### config.mk
export PLATFORM = sky130hd
export DESIGN_NAME = mc_sequencer
export DESIGN_NICKNAME = d
export VERILOG_FILES = /design/src/rtl/mc_sequencer_pkg.sv /design/src/rtl/mc_sequencer.sv
export SDC_FILE = /design/constraint.sdc
export NUM_CORES = 1
export LEC_CHECK = 0
export ABC_CLOCK_PERIOD_IN_PS = 2280
export BUFFER_PORTS_ARGS = -buffer_cell sky130_fd_sc_hd__buf_2
export CORE_MARGIN = 4
export CORE_UTILIZATION = 50
export CTS_BUF_LIST = sky130_fd_sc_hd__clkbuf_4 sky130_fd_sc_hd__clkbuf_8
export DETAILED_ROUTE_END_ITERATION = 10
export GPL_ROUTABILITY_DRIVEN = 0
export MAX_ROUTING_LAYER = met4
export PLACE_DENSITY = 0.79
export SYNTH_ARGS = -nofsm -noshare
export SYNTH_HDL_FRONTEND = slang
export SYNTH_SLANG_ARGS = --single-unit
### constraint.sdc
create_clock -name clk -period 2.28 [get_ports clk]
set_clock_uncertainty 0.05 [all_clocks]
set_input_delay 0.228 -clock clk [delete_from_list [all_inputs] [get_ports clk]]
set_output_delay 0.228 -clock clk [all_outputs]
set_load 0.05 [all_outputs]
### src/rtl/mc_sequencer_pkg.sv
// Shared encodings for the multi-cycle RV32 control sequencer: FSM states, opcodes,
// ALUOp codes, next-PC selects and trap causes.
package mc_sequencer_pkg;

   localparam int unsigned STATE_W  = 3;
   localparam int unsigned OPCODE_W = 7;
   localparam int unsigned ALUOP_W  = 3;
   localparam int unsigned PCSEL_W  = 2;
   localparam int unsigned CAUSE_W  = 2;
   localparam int unsigned INSTR_W  = 32;

   typedef enum logic [STATE_W-1:0] {
      S_FETCH  = 3'd0,
      S_DECODE = 3'd1,
      S_EXEC   = 3'd2,
      S_MEM    = 3'd3,
      S_WB     = 3'd4,
      S_TRAP   = 3'd5
   } state_t;

   localparam logic [OPCODE_W-1:0] OP_R      = 7'b0110011;
   localparam logic [OPCODE_W-1:0] OP_I      = 7'b0010011;
   localparam logic [OPCODE_W-1:0] OP_LOAD   = 7'b0000011;
   localparam logic [OPCODE_W-1:0] OP_STORE  = 7'b0100011;
   localparam logic [OPCODE_W-1:0] OP_BRANCH = 7'b1100011;
   localparam logic [OPCODE_W-1:0] OP_JAL    = 7'b1101111;
   localparam logic [OPCODE_W-1:0] OP_JALR   = 7'b1100111;
   localparam logic [OPCODE_W-1:0] OP_LUI    = 7'b0110111;
   localparam logic [OPCODE_W-1:0] OP_AUIPC  = 7'b0010111;

   localparam logic [2:0] F3_BEQ = 3'b000;
   localparam logic [2:0] F3_BNE = 3'b001;

   localparam logic [ALUOP_W-1:0] ALU_ADD   = 3'b000;
   localparam logic [ALUOP_W-1:0] ALU_SUB   = 3'b001;
   localparam logic [ALUOP_W-1:0] ALU_RTYPE = 3'b010;
   localparam logic [ALUOP_W-1:0] ALU_ITYPE = 3'b011;
   localparam logic [ALUOP_W-1:0] ALU_LUI   = 3'b100;

   localparam logic [PCSEL_W-1:0] PC_SEL_SEQ  = 2'd0;
   localparam logic [PCSEL_W-1:0] PC_SEL_REL  = 2'd1;
   localparam logic [PCSEL_W-1:0] PC_SEL_JALR = 2'd2;

   localparam logic [CAUSE_W-1:0] CAUSE_NONE    = 2'd0;
   localparam logic [CAUSE_W-1:0] CAUSE_ILLEGAL = 2'd1;
   localparam logic [CAUSE_W-1:0] CAUSE_WDT     = 2'd2;

   // True for every opcode the sequencer knows how to execute.
   function automatic logic is_legal_op(input logic [OPCODE_W-1:0] op);
      case (op)
         OP_R, OP_I, OP_LOAD, OP_STORE, OP_BRANCH,
         OP_JAL, OP_JALR, OP_LUI, OP_AUIPC: is_legal_op = 1'b1;
         default:                            is_legal_op = 1'b0;
      endcase
   endfunction

endpackage

### src/rtl/mc_sequencer.sv
// Multi-cycle RV32 control FSM: FETCH/DECODE/EXEC/MEM/WB with sticky TRAP and retire counter.
// Optional memory-wait watchdog enabled by defining MC_WDT_EN.
module mc_sequencer
   import mc_sequencer_pkg::*;
#(
   parameter int unsigned WDT_CYCLES = 16
) (
   input  logic                clk,
   input  logic                rst,
   input  logic                run,
   input  logic [OPCODE_W-1:0] opcode,
   input  logic [2:0]          funct3,
   input  logic                rd_zero,
   input  logic                alu_zero,
   input  logic                imem_ready,
   input  logic                dmem_ready,
   output logic                imem_req,
   output logic                dmem_req,
   output logic                dmem_we,
   output logic                ir_we,
   output logic                pc_we,
   output logic                reg_we,
   output logic                mem_to_reg,
   output logic                alu_src,
   output logic [PCSEL_W-1:0]  pc_sel,
   output logic [ALUOP_W-1:0]  alu_op,
   output logic [STATE_W-1:0]  state,
   output logic                trap,
   output logic [CAUSE_W-1:0]  trap_cause,
   output logic [INSTR_W-1:0]  instret
);

   state_t               state_q, state_d;
   logic [CAUSE_W-1:0]   cause_q, cause_d;
   logic [INSTR_W-1:0]   instret_q;
   logic                 retire_c;

`ifdef MC_WDT_EN
   localparam int unsigned WDT_W = $clog2(WDT_CYCLES + 1);
   logic [WDT_W-1:0] wdt_cnt_q;
   logic             wait_c;

   // A memory request is outstanding and not yet acknowledged this cycle.
   assign wait_c = ((state_q == S_FETCH) && run && !imem_ready) ||
                   ((state_q == S_MEM) && !dmem_ready);

   always_ff @(posedge clk or posedge rst) begin
      if (rst)         wdt_cnt_q <= '0;
      else if (wait_c) wdt_cnt_q <= wdt_cnt_q + WDT_W'(1);
      else             wdt_cnt_q <= '0;
   end
`else
   logic unused_wdt;
   assign unused_wdt = ^WDT_CYCLES;
`endif

   // State, trap cause and retire counter registers.
   always_ff @(posedge clk or posedge rst) begin
      if (rst) begin
         state_q   <= S_FETCH;
         cause_q   <= CAUSE_NONE;
         instret_q <= '0;
      end else begin
         state_q <= state_d;
         cause_q <= cause_d;
         if (retire_c) instret_q <= instret_q + 32'd1;
      end
   end

   // Next-state and control decode; everything is held low while rst is asserted.
   always_comb begin
      state_d    = state_q;
      cause_d    = cause_q;
      retire_c   = 1'b0;
      imem_req   = 1'b0;
      dmem_req   = 1'b0;
      dmem_we    = 1'b0;
      ir_we      = 1'b0;
      pc_we      = 1'b0;
      reg_we     = 1'b0;
      mem_to_reg = 1'b0;
      alu_src    = 1'b0;
      pc_sel     = PC_SEL_SEQ;
      alu_op     = ALU_ADD;
      trap       = 1'b0;

      if (!rst) begin
         case (state_q)
            S_FETCH: begin
               imem_req = run;
               if (run && imem_ready) begin
                  ir_we   = 1'b1;
                  state_d = S_DECODE;
               end
            end
            S_DECODE: begin
               if (is_legal_op(opcode)) begin
                  state_d = S_EXEC;
               end else begin
                  state_d = S_TRAP;
                  cause_d = CAUSE_ILLEGAL;
               end
            end
            S_EXEC: begin
               state_d = S_WB;
               alu_src = 1'b1;
               case (opcode)
                  OP_R: begin
                     alu_op  = ALU_RTYPE;
                     alu_src = 1'b0;
                  end
                  OP_I:              alu_op = ALU_ITYPE;
                  OP_LUI:            alu_op = ALU_LUI;
                  OP_LOAD, OP_STORE: state_d = S_MEM;
                  OP_BRANCH: begin
                     alu_op   = ALU_SUB;
                     alu_src  = 1'b0;
                     pc_we    = 1'b1;
                     retire_c = 1'b1;
                     state_d  = S_FETCH;
                     if (((funct3 == F3_BEQ) && alu_zero) ||
                         ((funct3 == F3_BNE) && !alu_zero))
                        pc_sel = PC_SEL_REL;
                  end
                  default: ;
               endcase
            end
            S_MEM: begin
               dmem_req = 1'b1;
               dmem_we  = (opcode == OP_STORE);
               if (dmem_ready) begin
                  if (opcode == OP_STORE) begin
                     pc_we    = 1'b1;
                     retire_c = 1'b1;
                     state_d  = S_FETCH;
                  end else begin
                     state_d = S_WB;
                  end
               end
            end
            S_WB: begin
               reg_we     = !rd_zero;
               mem_to_reg = (opcode == OP_LOAD);
               pc_we      = 1'b1;
               if (opcode == OP_JAL)       pc_sel = PC_SEL_REL;
               else if (opcode == OP_JALR) pc_sel = PC_SEL_JALR;
               retire_c   = 1'b1;
               state_d    = S_FETCH;
            end
            S_TRAP:  trap = 1'b1;
            default: state_d = S_FETCH;
         endcase

`ifdef MC_WDT_EN
         // Watchdog expiry on the last permitted wait cycle overrides normal sequencing.
         if (wait_c && (wdt_cnt_q == WDT_W'(WDT_CYCLES - 1))) begin
            state_d = S_TRAP;
            cause_d = CAUSE_WDT;
         end
`endif
      end
   end

   assign state      = state_q;
   assign trap_cause = cause_q;
   assign instret    = instret_q;

endmodule

==> results_dict.tcl, run 1 <==
set metrics [dict create \
    drive_gt1_frac 0.421 \
    status "finished clean" \
    worst_ep_required_time_ns 2.44 \
    wirelength_um 5590 \
    yosys_warnings 0 \
    fmax_mhz 446 \
    synthCells 220 \
    synth_edf_count 0 \
    pwr-share-comb 0.408 \
    syn2layout_area_growth_pct 37.9 \
    fin_tns_setup_ns 0 \
    yosys-top-cells-area "dfrtp_1, xor2_1, nand2_1, nor3_1, nor4_1" \
    cts_tree "built" \
    synth_top_cell_area_share 0.423 \
    viasPerCell 5.50 \
    pre_cts_ws_ns 0.0728 \
    drc 0 \
    p_seq_frac 0.343 \
    grt_pass1_vias 1889 \
    fin_crit_ns 2.24 \
    cts_buffer_depth 2 \
    ioPinCount 68 \
    ys_seq_area_frac 0.423 \
    antenna_found_initial 0 \
    place_area_um2 2680 \
    min_path_type "input pin to asynchronous set/reset pin" \
    path_class "register to register" \
    ys_ff_latch 36 \
    drv_cap 0 \
    grt_use_total 0.224 \
    leakage_nw 1.53 \
    final_area_um2 2940 \
    fin_nets 319 \
    rows 23 \
    rsz0062_at_grt "yes" \
    tightest_slew_ns 0.886 \
    path_clk_slew_ns 0.07 \
    core_um2 4060 \
    firstDrtPassIters 4 \
    vias 1935 \
    grt_remaining_overflow 0 \
    r2r_end "instret[29]" \
    period_share 0.983 \
    num_antenna_cells 0 \
    final_antenna_net_count 0 \
    worst_slack_ns 0.0396 \
    powerDensity_nw_per_um2 760 \
    grt_start_max_net_pins 37 \
    ys_types 53 \
    portBuffers 66 \
    start_kind "register" \
    r2r-start "state[2]" \
    drv_slew 0 \
    slew_headroom 0.408 \
    synth_fp_nets 238 \
    worstRegToRegCells 7 \
    cts_root_buf "clkbuf_8" \
    avgRoutedWirePerCell_um 15.9 \
    p_int_mw 1.33 \
    dp.final_hpwl_um 4050 \
    endpoint_kind "register" \
    clkPwrFrac 0.250 \
    dieArea_um2 5370 \
    die_h_um 73.3 \
    cts_sinks 36 \
    htree_levels 2 \
    power_switching_uw 908 \
    grt_pass1_wl_um 9000 \
    start_util 0.525 \
    synth-async-reset-ratio 1.00 \
    vdd_drop_max_v 0.000631 \
    power_switching_share 0.406 \
    setup_viol 0 \
    cts.hold.buffers_added 0 \
    crit_fanout 7 \
    cp.arrival_ns 2.40 \
    hold_viol_final 0 \
    syn_area_per_cell_um2 9.69 \
    synth_flop_cell "dfrtp_1" \
    cts_made_buffers 5 \
    drt-initial-drc-count 118 \
    yosysTopAreaCell "dfrtp_1" \
    netlist_area_um2 2130 \
    dieWidth_um 73.3 \
    r2r_slack_ns 0.04 \
    clock_latency_ns 0.29 \
]
[layout make-up]
type | instances | area [µm²]
multi-input cells | 166 | 1340
fillers | 305 | 1120
flip-flops and latches | 36 | 905
repair buffers | 84 | 492
clock buffers | 6 | 76.3
well taps | 50 | 62.6
clock inverters | 2 | 35.0
inverters | 8 | 33.8
[worst max path at each step]
stage / from / to / cells past startpoint
after floorplan: state[2] / instret[8] / 6
final: state[2] / instret[29] / 7
after CTS: state[2] / instret[29] / 7
after global routing: state[2] / instret[29] / 7
after global placement: state[2] / instret[31] / 6
after detailed placement: state[2] / instret[21] / 6
[critical path, stage by stage, from the launching register on]
cell and delay, ns:
dfrtp_2 0.41, or4b_4 0.54, o31ai_4 0.26, buf_4 0.16, a21oi_4 0.04, buf_4 0.18, nor4b_2 0.35, xor2_1 0.17
[flip-flops by register name, indices dropped and copies added (netlist names)]
| register | count |
|---|---|
| instret | 32 |
| state | 3 |
| trap_cause | 1 |
[synth_stat cells (all sizes together), types with 3 or more instances]
library cell / number
inv: 8
xor2: 27
nor3: 14
nand2b: 3
xnor2: 6
and3: 4
nor2: 14
nand2: 26
nor4b: 6
nand4: 3
buf: 5
dfrtp: 36
or3: 3
nand3: 7
nor4: 11
clkbuf: 5
[metrics by stage]
step	hold WS, ns	utilization	instances	total power, mW
after floorplan	0.270	-	220	1.37
after global placement	0.402	0.661	339	1.56
after detailed placement	0.409	0.661	339	1.59
after CTS	0.217	0.708	351	2.20
after global routing	0.254	0.725	352	2.34
final	0.214	0.725	352	2.23
[routing by layer]
metal | up-vias | wire [µm] | global-route usage
li1 | 944 | - | -
met1 | 934 | 2410 | 0.285
met2 | 51 | 2780 | 0.360
met3 | 6 | 333 | 0.0424
met4 | 0 | 61 | 0.0724
met5 | - | 0 | -
[layout by cell type, fill, tap and decap left out, types with 2 or more instances in the layout]
cell type / n
and2_1: 2
and3_1: 4
buf_2: 63
buf_4: 16
buf_6: 5
clkbuf_8: 5
dfrtp_1: 33
dfrtp_2: 3
inv_1: 7
nand2_1: 26
nand2b_1: 3
nand3_1: 7
nand3b_1: 2
nand4_1: 3
nand4b_1: 2
nor2_1: 14
nor2b_1: 2
nor3_1: 9
nor3_2: 4
nor4_1: 4
nor4_2: 3
nor4_4: 4
nor4b_2: 4
nor4b_4: 2
o21ai_0: 2
or3_1: 3
or4b_4: 2
xnor2_1: 6
xor2_1: 27
[power groups by stage]
stage	clock network, mW	registers [mW]	logic [mW]
floorplan	0	0.961	0.413
global placement	0	0.767	0.794
detailed placement	0	0.772	0.814
CTS	0.568	0.759	0.870
global route	0.600	0.770	0.971
finish	0.558	0.766	0.911
[what timing repair did]
item | 4_1_cts | 5_1_grt
endpoints found under the setup margin | 3 | 19
cloned | 0 | 0
pin swaps | 2 | 3
gates resized for setup | 11 | 10
setup buffers | 4 | 1
[cell families after synthesis]
family / synth area share
simple gates: 0.295
flops: 0.423
xor+xnor: 0.136
compound gates: 0.0833
buf+inv: 0.0417
fa+ha+maj: 0.0106
mux: 0.00998
other cells: 0.00176
Note: power is estimated with default switching activity, not from simulation.
==> inputs of run 2 (changes only) <==
CORE_UTILIZATION = 28   (was 50)
PLACE_DENSITY = default   (was 0.79)
==> run 2 against run 1 <==
Compared with the run above:
- utilization shrank 32 points
- fmax grew 1.1%
- count of clock-buffer cells in the layout grew 2
- non-clock buffer count grew 4
- register-to-register slack gained 0.09 ns
- via count shrank 1.2%
- critical endpoint is now pc_sel[0]
- largest power group unchanged
==> results_dict.tcl, run 2 (synthesis gave the netlist of run 1 again) <==
set metrics [dict create \
    worst_ep_required_time_ns 2.00 \
    cp_num_cells 4 \
    fmax_mhz 451 \
    drc 0 \
    slew_headroom 0.546 \
    path_clk_slew_ns 0.07 \
    multi_input_area_um2 1290 \
    timing.hold.ws_ns 0.230 \
    dp.cells 388 \
    layout_commonest_cell "buf_2" \
    final_area_um2 2960 \
    leakage_nw 1.52 \
    powerDensity_nw_per_um2 722 \
    portBuffers 66 \
    crit_fanout 5 \
    grt_use_total 0.129 \
    final_cell_mix "buf_2, dfrtp_1, xor2_1" \
    grt_remaining_overflow 0 \
    vdd_drop_max_v 0.000513 \
    clkPwrFrac 0.230 \
    cts_sinks 36 \
    critPathBufInv 2 \
    worst_slack_ns 0.0633 \
    cts_tree "built" \
    place_area_um2 2750 \
    grt_pass1_vias 1804 \
    drt-initial-drc-count 28 \
    hold_viol_final 0 \
    syn2layout_area_growth_pct 39.0 \
    endpoint_kind "output pin" \
    htree_levels 2 \
    ioPinCount 68 \
    pre_cts_ws_ns 0.0611 \
    wirelength_um 5600 \
    tightest_slew_ns 0.680 \
    rsz0062_at_grt "no" \
    rows 31 \
    dieWidth_um 95.3 \
    start_kind "register" \
    path_class "register to output pin" \
    cp.arrival_ns 1.94 \
    die_h_um 95.3 \
    grt_start_max_net_pins 37 \
    setup_viol 0 \
    cts_root_buf "clkbuf_8" \
    drv_cap 0 \
    status "finished clean" \
    p_seq_frac 0.357 \
    period_share 0.972 \
    max_stage_delay_ns 0.57 \
    fin_crit_ns 2.22 \
    fin_nets 323 \
    grt_pass1_wl_um 8980 \
    vias 1912 \
    antenna_found_initial 0 \
    cts_made_buffers 5 \
    pwr-share-comb 0.413 \
    fin_cells 405 \
    cts_buffer_depth 2 \
    ff_latch_area_um2 905 \
    path_delay_family "simple AND/OR/NAND/NOR gates" \
    firstDrtPassIters 4 \
    critPathSlowestCell "or4b_4" \
    dp.final_hpwl_um 4160 \
    finalPower_mw 2.14 \
    power_switching_uw 870 \
    power_switching_share 0.407 \
    final_antenna_net_count 0 \
    start_util 0.291 \
    dieArea_um2 9070 \
    min_path_type "input pin to asynchronous set/reset pin" \
    avgRoutedWirePerCell_um 13.8 \
    n_fill_cell 739 \
    viasPerCell 4.72 \
    drv_slew 0 \
    drive_gt1_frac 0.405 \
    clock_latency_ns 0.28 \
    p_int_mw 1.27 \
    path_cells "or4b_4 -> buf_4 -> a221oi_4 -> buf_6" \
    largest_reg_flops 32 \
    num_antenna_cells 0 \
    worstRegToRegCells 7 \
    core_um2 7330 \
]
==> run 2: cell count changes in the layout (fill, tap and decap cells not counted), sizes merged <==
cell / change
bufinv: -1
clkbuf: +2
clkinv: -1
buf: +4
==> run 2: routing by layer <==
| metal | track usage | wire, µm | share of wire |
|---|---|---|---|
| met1 | 0.172 | 2600 | 0.46 |
| met2 | 0.202 | 2740 | 0.49 |
| met3 | 0.0260 | 221 | 0.039 |
| met4 | 0.0325 | 40 | 0.0071 |
| met5 | - | 0 | 0 |
==> run 2: repair_timing <==
item                       in CTS  in global routing
setup endpoints to repair       4                 16
hold buffers                    0                  0
gates resized for setup         7                  5
pin swaps                       1                  1
setup buffers                   4                  5
==> run 2: final timing paths <==
check,end,slack (ns),start
min reg2reg,instret[31],0.41,instret[31]
max in group asynchronous,state[0],1.60,rst
min,instret[13],0.23,rst
max reg2reg,instret[31],0.13,state[1]
max,pc_sel[0],0.06,state[1]
min in group clk,state[2],0.26,rst
==> run 2: power groups by stage <==
stage,registers (mW),clock network (mW),logic [mW]
2_1_floorplan,0.961,0,0.413
3_3_place_gp,0.771,0,0.794
3_5_place_dp,0.773,0,0.801
4_1_cts,0.763,0.512,0.836
5_1_grt,0.773,0.533,0.951
6_report,0.765,0.492,0.883
==> run 2: stage by stage <==
| stage | utilization | setup TNS (ns) |
|---|---|---|
| 5_1_grt | 0.404 | 0 |
| 3_3_place_gp | 0.374 | 0 |
| 4_1_cts | 0.395 | 0 |
| 3_5_place_dp | 0.374 | 0 |
| 6_report | 0.404 | 0 |
| 2_1_floorplan | - | -0.0435 |
==> run 2: final cells by class <==
type	count	area share
clock buffer	8	0.0329
inverter	8	0.0114
multi-input combinational	166	0.434
sequential	36	0.305
tap	99	0.0418
timing repair buffer	88	0.174
==> run 2: worst min-delay path, delay by kind of cell <==
kind	cells	cell delay [ns]
buffers and inverters	4	0.77
